<file path="config.mk">
export PLATFORM = sky130hd
export DESIGN_NAME = emergency_preempt
export DESIGN_NICKNAME = d
export VERILOG_FILES = /design/src/rtl/emergency_preempt.sv
export SDC_FILE = /design/constraint.sdc
export NUM_CORES = 1
export LEC_CHECK = 0
export CAP_MARGIN = 20
export CORE_ASPECT_RATIO = 0.8
export CORE_MARGIN = 2
export CORE_UTILIZATION = 43
export CTS_CLUSTER_SIZE = 8
export DETAILED_ROUTE_END_ITERATION = 6
export GPL_TIMING_DRIVEN = 0
export SYNTH_ARGS = -nofsm -noshare
export SYNTH_HDL_FRONTEND = slang
export SYNTH_SLANG_ARGS = --single-unit
export TNS_END_PERCENT = 100
</file>
<file path="constraint.sdc">
create_clock -name clk -period 6.02 [get_ports clk]
set_clock_uncertainty 0.1 [all_clocks]
set_input_delay 0.602 -clock clk [delete_from_list [all_inputs] [get_ports clk]]
set_output_delay 0.602 -clock clk [all_outputs]
set_load 0.01 [all_outputs]
</file>
<file path="src/rtl/emergency_preempt.sv">
// Emergency-vehicle preemption controller: synchronizes NS/EW sensors, debounces, requests all-red and holds beacons.
// Optional build macro EV_WATCHDOG_EN: faults and releases when all-red never arrives within WDOG_CYC cycles.
module emergency_preempt #(
  parameter int unsigned DEBOUNCE_CYC = 4,
  parameter int unsigned HOLD_CYC     = 20,
  parameter int unsigned COOLDOWN_CYC = 10,
  parameter int unsigned WDOG_CYC     = 64
) (
  input  logic       clk,
  input  logic       rst,
  input  logic       ev_ns,
  input  logic       ev_ew,
  input  logic       all_red,
  output logic       emergency,
  output logic       grant_ns,
  output logic       grant_ew,
  output logic [7:0] preempt_cnt,
  output logic       fault
);

  typedef enum logic [2:0] {
    S_IDLE     = 3'd0,
    S_QUALIFY  = 3'd1,
    S_PREEMPT  = 3'd2,
    S_HOLD     = 3'd3,
    S_COOLDOWN = 3'd4
  } state_t;

  localparam logic [7:0] DEB_LAST  = 8'(DEBOUNCE_CYC - 1);
  localparam logic [7:0] HOLD_LAST = 8'(HOLD_CYC - 1);
  localparam logic [7:0] CD_LAST   = 8'(COOLDOWN_CYC - 1);

  state_t     state_q, state_d;
  logic [1:0] ns_sync_q, ew_sync_q;
  logic       dir_ew_q, dir_ew_d;
  logic [7:0] cnt_q, cnt_d;
  logic [7:0] preempt_cnt_q, preempt_cnt_d;
  logic       emergency_q, emergency_d;
  logic       grant_ns_q, grant_ns_d;
  logic       grant_ew_q, grant_ew_d;
  logic       fault_q, fault_d;
  logic       ns_s, ew_s, req_s;

  assign ns_s  = ns_sync_q[1];
  assign ew_s  = ew_sync_q[1];
  assign req_s = dir_ew_q ? ew_s : ns_s;

  always_ff @(posedge clk or negedge rst) begin
    if (!rst) begin
      ns_sync_q <= '0;
      ew_sync_q <= '0;
    end else begin
      ns_sync_q <= {ns_sync_q[0], ev_ns};
      ew_sync_q <= {ew_sync_q[0], ev_ew};
    end
  end

  always_comb begin
    state_d       = state_q;
    dir_ew_d      = dir_ew_q;
    preempt_cnt_d = preempt_cnt_q;
    fault_d       = fault_q;
    case (state_q)
      S_IDLE: begin
        if (ns_s || ew_s) begin
          dir_ew_d = !ns_s;
          state_d  = (DEBOUNCE_CYC <= 1) ? S_PREEMPT : S_QUALIFY;
        end
      end
      S_QUALIFY: begin
        if (!req_s)                 state_d = S_IDLE;
        else if (cnt_q >= DEB_LAST) state_d = S_PREEMPT;
      end
      S_PREEMPT: begin
        if (all_red) state_d = S_HOLD;
`ifdef EV_WATCHDOG_EN
        else if (cnt_q >= 8'(WDOG_CYC - 1)) begin
          state_d = S_COOLDOWN;
          fault_d = 1'b1;
        end
`endif
      end
      S_HOLD: begin
        if (cnt_q >= HOLD_LAST && !req_s) state_d = S_COOLDOWN;
      end
      S_COOLDOWN: begin
        if (cnt_q >= CD_LAST) state_d = S_IDLE;
      end
      default: state_d = S_IDLE;
    endcase

    // One shared counter: restarts on every state change; QUALIFY entry already counts its first cycle.
    if (state_d != state_q) cnt_d = (state_d == S_QUALIFY) ? 8'd1 : '0;
    else                    cnt_d = (cnt_q == '1) ? cnt_q : cnt_q + 8'd1;

    if (state_d == S_PREEMPT && state_q != S_PREEMPT && preempt_cnt_q != '1)
      preempt_cnt_d = preempt_cnt_q + 8'd1;

    emergency_d = (state_d == S_PREEMPT) || (state_d == S_HOLD);
    grant_ns_d  = (state_d == S_HOLD) && !dir_ew_d;
    grant_ew_d  = (state_d == S_HOLD) && dir_ew_d;
  end

  always_ff @(posedge clk or negedge rst) begin
    if (!rst) begin
      state_q       <= S_IDLE;
      dir_ew_q      <= 1'b0;
      cnt_q         <= '0;
      preempt_cnt_q <= '0;
      emergency_q   <= 1'b0;
      grant_ns_q    <= 1'b0;
      grant_ew_q    <= 1'b0;
      fault_q       <= 1'b0;
    end else begin
      state_q       <= state_d;
      dir_ew_q      <= dir_ew_d;
      cnt_q         <= cnt_d;
      preempt_cnt_q <= preempt_cnt_d;
      emergency_q   <= emergency_d;
      grant_ns_q    <= grant_ns_d;
      grant_ew_q    <= grant_ew_d;
      fault_q       <= fault_d;
    end
  end

  assign emergency   = emergency_q;
  assign grant_ns    = grant_ns_q;
  assign grant_ew    = grant_ew_q;
  assign preempt_cnt = preempt_cnt_q;
`ifdef EV_WATCHDOG_EN
  assign fault = fault_q;
`else
  assign fault = 1'b0;
`endif

endmodule

</file>
==> results.txt, run 1 <==
* Number of cells traversed by the worst hold path: 0
- Counting every sink on the clock net gives 27.
- Antenna violations before repair: 0
* Max-slew headroom at the worst pin: 57.21%
* First-pass GRT wire length: 4.498 mm
- Combined area of the multi-input logic cells: 694.4 um2
* Total nets after synthesis: 137
- In this run the cell area of the synthesized design comes to 1439 um2.
- Library cell with the largest summed area after synthesis: dfrtp_1
* Fmax: 0.4206 GHz
- In this design, the stage delay of the slowest critical-path cell is 0.48 ns.
* Initial Utilization: 45.96%
- The worst register-to-register path has a depth of 6.
- Asr flop ratio synth: 100.0%
- Buffers inserted during clock tree synthesis total 3.
* Slew Viols, Final: 0
* Clock latency reported for the late side of the worst-skew pair: 0.27 ns
- After synthesis the netlist holds a flip-flop and latch count of 27.
- Logic pwr share: 47.5%
- The setup path with the least slack is of type reg2reg.
- Residual DRC count: 0
- After detailed routing, the average wire length per cell comes to 13.92 um.
- Crit path capture type: flip-flop
- Cell internal power was estimated by the tool at 0.0004275 W.
- Via count of the routed design: 1005
- For this run, the leading register cell type out of synthesis is dfrtp_1.
- Final total power: 0.0006919 W
* Total power density per cell area: 406.9 nW/um2
- Yosys synthesis warning count: 0
- Startpoint type of the worst setup path: flip-flop
* Portion of total power attributed to sequential cells: 38.0%
- The die covers 3828 um2.
- Post-CTS repair changed the size of 0 cells.
* Status: completed
- Clock transition time at the flip-flop clock pins of the worst setup and hold paths: 0.09 ns
* Maximum root-to-sink buffer count: 2
- Using the TritonRoute via totals, the vias-per-cell ratio works out to 5.346.
- Measured along the x axis, the die boundary spans 68.68 um.
* Setup violators final: 0
- Of the total power, the share spent switching nets is 38.22%.
- Final global-route overflow total: 0
- Number of nets with antenna violations after detailed routing: 0
- In this run the standard cell core region covers 3131 um2.
- Post-synth top area share: 46.96%
* Tightest Hold Check Type: reg2reg
- In this run the power spent charging and discharging nets is 0.0002645 W.
- Layout cells sized above 1: 18.92%
* Count of flip-flops with a built-in enable after synthesis: 0
- Footprint of the flip-flops and latches: 675.6 um2
* Post-route worst setup slack: 3.642 ns
- Y dimension of the die: 55.74 um
* Leading cell types by total area after synthesis: dfrtp_1, xor2_1, ha_1, nor2_1, xnor2_1
- After the first detailed-routing iteration, the DRC count stood at 41.
* Relative contribution of the clock network to total power: 14.5%
- Number of global-route vias before repair: 928
- Relative to the synthesized area, the layout overhead comes to 18.17%.
* Setup tns final: 0 ns
- CP required: 6.08 ns
- CTS tree: done
- Weighted congestion reported at the end of routability-driven placement: 0.7914
- Total Wirelength: 2.617 mm
* Buffer count from post-CTS setup fixing: 0
* Peak supply drop: 0.0002199 V
* Share of the cycle needed by the critical path after routing: 39.50%
- The root buffer cell chosen for the clock tree is clkbuf_8.
- Cell count after synthesis: 128
- Clock period minus worst slack: 2.378 ns
- Total number of nets in the final design: 158
- After filler insertion, the fill cell instance count of the layout stands at 278.
* Slowest cell on crit path: a32oi_1
- After floorplanning, the core was divided into 18 placement rows.
- Averaged over all synthesized cells, the footprint is 11.24 um2.
- Pin count of the biggest net entering global routing: 16
- Number of hold violations in the final report: 0
- In this run, post-CTS hold repair placed 0 buffers.
- The tool flagged a number of max-cap violations equal to 0.
* Maximum level of the CTS H-tree: 1
- Worst slack at placement: 3.565 ns
- For the pin with the worst max-slew slack, the measured transition is 0.6399 ns.
- CP arrival: 2.44 ns
- Setup repair after global routing left no endpoint under its margin.
* Crit Path Max Fanout: 7
- Detailed placer's ending HPWL: 1.939 mm
- Antenna diodes: 0
- CP cell instances: ha_1 > and3_1 > and3_1 > a32oi_1 > and3b_1 > mux2_4
- Static leakage: 0.7574 nW
- Num ports: 17
* GR Util All Layers: 15.43%
* Total iterations of the first detailed-routing run: 4
- Cell repeated most along the worst path: and3_1
* Port Buf Inserts: 15
* Worst hold slack across all endpoints: 0.2612 ns
- The number of different library cells used by synthesis comes to 44.
* Portion of the post-synthesis area used by sequential elements: 46.96%
through the flow:
| step | instance area (um2) | cells | util [%] |
|---|---|---|---|
| CTS | 1700 | 188 | 54.32 |
| global route | 1700 | 188 | 54.32 |
| floorplan | 1439 | 128 | - |
| global placement | 1639 | 183 | 52.36 |
| finish | 1700 | 188 | 54.32 |
| detailed placement | 1654 | 184 | 52.84 |
sequential cells by signal, summed over array words and instances, names as in the netlist:
register and count:
preempt_cnt 8, dir_ew_q 1, ew_sync_q 2, state_q 3, grant_ew 1, ns_sync_q 2
emergency 1, grant_ns 1, cnt_q 8
cells in the final DEF (no fill, tap or decap), types with 4 or more instances in the layout:
cell              n
inv_1             5
xor2_1            6
ha_1              4
nor2_1           13
buf_4             4
and3_1            4
nand2_1           6
a21oi_1           4
dfrtp_1          27
nor3_1            5
clkdlybuf4s50_1  15
xnor2_1           5
critical path, delay by kind of cell (launching register included):
kind	cells	cell delay [ns]
compound gates	1	0.48
fa+ha+maj	1	0.24
flops	1	0.44
mux	1	0.31
simple gates	3	0.70
worst paths after layout:
path	from	to	slack, ns
worst max register to register	preempt_cnt[0]	preempt_cnt[1]	3.64
min in group asynchronous	rst	ns_sync_q[1]	0.62
max in group asynchronous	rst	preempt_cnt[6]	4.67
worst max-delay path	preempt_cnt[0]	preempt_cnt[1]	3.64
worst min register to register	ns_sync_q[0]	ns_sync_q[1]	0.26
worst min-delay path	ns_sync_q[0]	ns_sync_q[1]	0.26
synthesized netlist by cell type (2+ instances only):
master	n
a211oi_2	2
a21oi_1	4
a22oi_1	2
and3_1	4
and4_1	2
and4b_1	2
buf_2	2
buf_4	4
clkbuf_2	2
dfrtp_1	27
ha_1	4
inv_1	5
mux2_4	2
nand2_1	6
nand3_1	2
nand4_1	3
nand4b_1	3
nor2_1	13
nor3_1	5
xnor2_1	5
xor2_1	6
routing by layer:
metal | vias up | global-route usage [%] | routed length, um
met1 | 479 | 24.87 | 1425
li1 | 501 | - | -
met3 | 2 | 5.466 | 110
met5 | - | 0 | 0
met4 | 0 | 1.714 | 13
met2 | 23 | 20.19 | 1068
cell type report:
cell class | instances | share of cell area (%)
sequential | 27 | 39.74
multi-input combinational | 88 | 40.84
clock buffer | 3 | 2.428
buffer | 8 | 2.943
inverter | 5 | 1.104
timing repair buffer | 16 | 9.713
tap | 40 | 2.943
clock inverter | 1 | 0.2943
cells by family after synthesis:
family                   count (synthesis)  synth area share (%)
adder cells (fa/ha/maj)                  4                 3.478
other                                    1                0.2606
flip-flops                              27                 46.96
AND/OR/NAND/NOR                         52                 22.26
multiplexers                             3                 2.870
AO/OA/AOI/OAI                           17                 12.70
buffers and inverters                   13                 4.783
XOR/XNOR                                11                 6.695
power groups by stage:
stage          registers (W)  clock network, W  logic, W
2_1_floorplan       0.000271                 0  0.000217
3_3_place_gp        0.000263                 0  0.000323
3_5_place_dp        0.000266                 0  0.000328
4_1_cts             0.000262          0.000105  0.000331
5_1_grt             0.000269          0.000115  0.000365
6_report            0.000263          0.000101  0.000329
Note: power is estimated with default switching activity, not from simulation.
==> run 2: changes to the inputs <==
--- a/config.mk
+++ b/config.mk
@@ -12,6 +12,7 @@
 export CTS_CLUSTER_SIZE = 8
 export DETAILED_ROUTE_END_ITERATION = 6
 export GPL_TIMING_DRIVEN = 0
+export PLACE_DENSITY = 0.66
 export SYNTH_ARGS = -nofsm -noshare
 export SYNTH_HDL_FRONTEND = slang
 export SYNTH_SLANG_ARGS = --single-unit
==> constraint.sdc (replaced) <==
create_clock -name clk -period 2 [get_ports clk]
set_clock_uncertainty 0.1 [all_clocks]
set_input_delay 0.2 -clock clk [delete_from_list [all_inputs] [get_ports clk]]
set_output_delay 0.2 -clock clk [all_outputs]
set_load 0.01 [all_outputs]
==> results.txt, run 2 (same netlist as run 1, synthesis figures left out) <==
* Total number of nets in the final design: 176
- Total power density per cell area: 1265 nW/um2
- The initial antenna violation count is 0.
- Max-slew headroom at the worst pin: 60.24%
* First-pass GRT wire length: 5.119 mm
- Following the worst setup path forward leads to its endpoint at cnt_q[3].
- Antenna diodes: 0
* Unrepaired setup endpoints after global routing: yes
* CP arrival: 2.17 ns
* Number of violations of the max-capacitance limit: 0
- Total iterations of the first detailed-routing run: 4
- The path class of the tightest hold or removal check is in2async.
- Measured along the y axis, the die boundary spans 55.74 um.
- Fmax: 0.4755 GHz
- Num ports: 17
* Start point of the critical path: dir_ew_q
- Start-to-end type of the worst setup path: reg2reg
* Clock transition time at the flip-flop clock pins of the worst setup and hold paths: 0.09 ns
- Root buffer selected by CTS: clkbuf_8
- After global routing the overflow that remains totals 0.
- Layout overhead on the synthesized area: 42.35%
- CTS tree: done
- Leaving out fill and tap cells, the most frequent cell in the layout is dfrtp_1.
* Beginning of the worst register-to-register path: dir_ew_q
* Detailed placer's ending HPWL: 1.952 mm
* Footprint of the flip-flops and latches: 681.9 um2
* Maximum level of the CTS H-tree: 1
* Setup tns final: -0.8783 ns
- In the routed layout, each cell is associated on average with a via count of 5.374.
- Via count of the routed design: 1107
* Weighted congestion reported at the end of routability-driven placement: 0.7685
- Across every metal layer, demand over resource in global routing totals 17.51%.
- At the worst endpoint, the required time is 2.07 ns.
- Peak supply drop: 0.0007788 V
- Slack of the worst reg-to-reg path: -0.10 ns
* Setup violators final: 14
- Static leakage: 0.8715 nW
* Residual DRC count: 0
- Post-CTS Hold Fix Bufs: 0
- After layout, the worst path uses 105.2% of the clock period.
- The final reports fail on setup timing.
* Die Footprint: 3828 um2
* Number of hold violations in the final report: 0
- After filler insertion, the fill cell instance count of the layout stands at 237.
- Post-route worst setup slack: -0.1032 ns
- The multi-input combinational cells in the finished layout cover a total of 855.8 um2.
* Port Buf Inserts: 15
* Startpoint type of the worst setup path: flip-flop
- The tree built by TritonCTS fans out to 27 sinks.
* Core Area: 3131 um2
- Maximum root-to-sink buffer count: 2
* Crit Path Max Fanout: 5
* Clock period minus worst slack: 2.103 ns
* Pin count of the biggest net entering global routing: 18
- Std-Cell Rows: 18
* Crit path capture type: flip-flop
- TritonCTS created 3 clock buffers.
* Reg-to-reg endpoint: cnt_q[3]
- Layout cells sized above 1: 40.36%
- Worst Tran Pin Value: 0.5945 ns
- In this design, the stage delay of the slowest critical-path cell is 0.40 ns.
- Number of global-route vias before repair: 1070
* Total Wirelength: 3.159 mm
- Horizontal die dimension: 68.68 um
- After detailed routing, the average wire length per cell comes to 15.33 um.
* Status: complete, but fails checks
- In the layout the commonest cells are dfrtp_1, buf_4, clkdlybuf4s50_1, nor2_1.
- The final max-slew violation count was 0.
* Register-to-Register Path Depth: 7
* Initial Utilization: 45.96%
* Slowest cell on crit path: dfrtp_1
- Number of nets with antenna violations after detailed routing: 0
* Number of violations reported at the end of detailed-routing iteration 0: 50
- CP cell instances: mux2_4 > a211oi_4 > buf_4 > a31oi_4 > o221ai_4 > buf_12 > nor2_4
- Finished Core Util: 65.43%
- The clock reaches the later pin of the worst-skew pair after 0.28 ns.
run 2: per-layer routing:
metal	vias to the layer above	GRT usage [%]	part of all wire, %
met5	-	0	0
met4	0	3.429	0.85
met3	4	4.858	4.7
met2	25	26.65	49
met1	541	24.90	45
li1	537	-	-
run 2: worst min path at each step:
stage                 startpoint      endpoint  slack (ns)  cells after the start
floorplan                    rst      cnt_q[0]       -0.20                      0
global placement    ew_sync_q[0]  ew_sync_q[1]        0.23                      0
detailed placement  ns_sync_q[0]  ns_sync_q[1]        0.23                      0
CTS                          rst      cnt_q[1]        0.20                      1
global route                 rst      cnt_q[3]        0.23                      1
finish                       rst      cnt_q[1]        0.19                      1
run 2: area by class of cell:
class | instances | share of cell area (%)
plain buffers | 7 | 2.688
clock buffers | 3 | 2.016
clock inverters | 1 | 0.2443
inverters | 5 | 0.9163
multi-input cells | 88 | 41.78
flip-flops and latches | 27 | 33.29
well taps | 40 | 2.443
repair buffers | 35 | 16.62
run 2: critical path, delay by kind of cell, from the launching register on:
family	cells	cell delay [ns]
AO/OA/AOI/OAI	3	0.74
buffers and inverters	2	0.38
AND/OR/NAND/NOR	1	0.03
multiplexers	1	0.33
flip-flops	1	0.40
run 2: through the flow:
step	setup WS, ns	std cells	cell area [um2]	hold WS, ns	total power [W]
after global placement	-0.1723	183	1655	0.2342	0.001777
after floorplan	0.001100	128	1455	-0.1956	0.001485
after detailed placement	-0.2264	184	1683	0.2347	0.001812
after CTS	-0.05265	201	1897	0.2030	0.002342
final	-0.1032	206	2048	0.1913	0.002591
after global routing	-0.2023	206	2048	0.2289	0.002753
run 2: timing repair:
| action | 4_1_cts | 5_1_grt |
|---|---|---|
| pin swaps | 17 | 9 |
| endpoints found under the setup margin | 15 | 18 |
| gates resized for setup | 13 | 21 |
| setup buffers | 14 | 5 |
run 2: power breakdown:
part / switching (W) / total (W) / internal [W]
Clock: 0.000168 / 0.000308 / 0.000140
Combinational: 0.000729 / 0.00150 / 0.000770
Sequential: 0.000102 / 0.000783 / 0.000681
Total: 0.000999 / 0.00259 / 0.00159
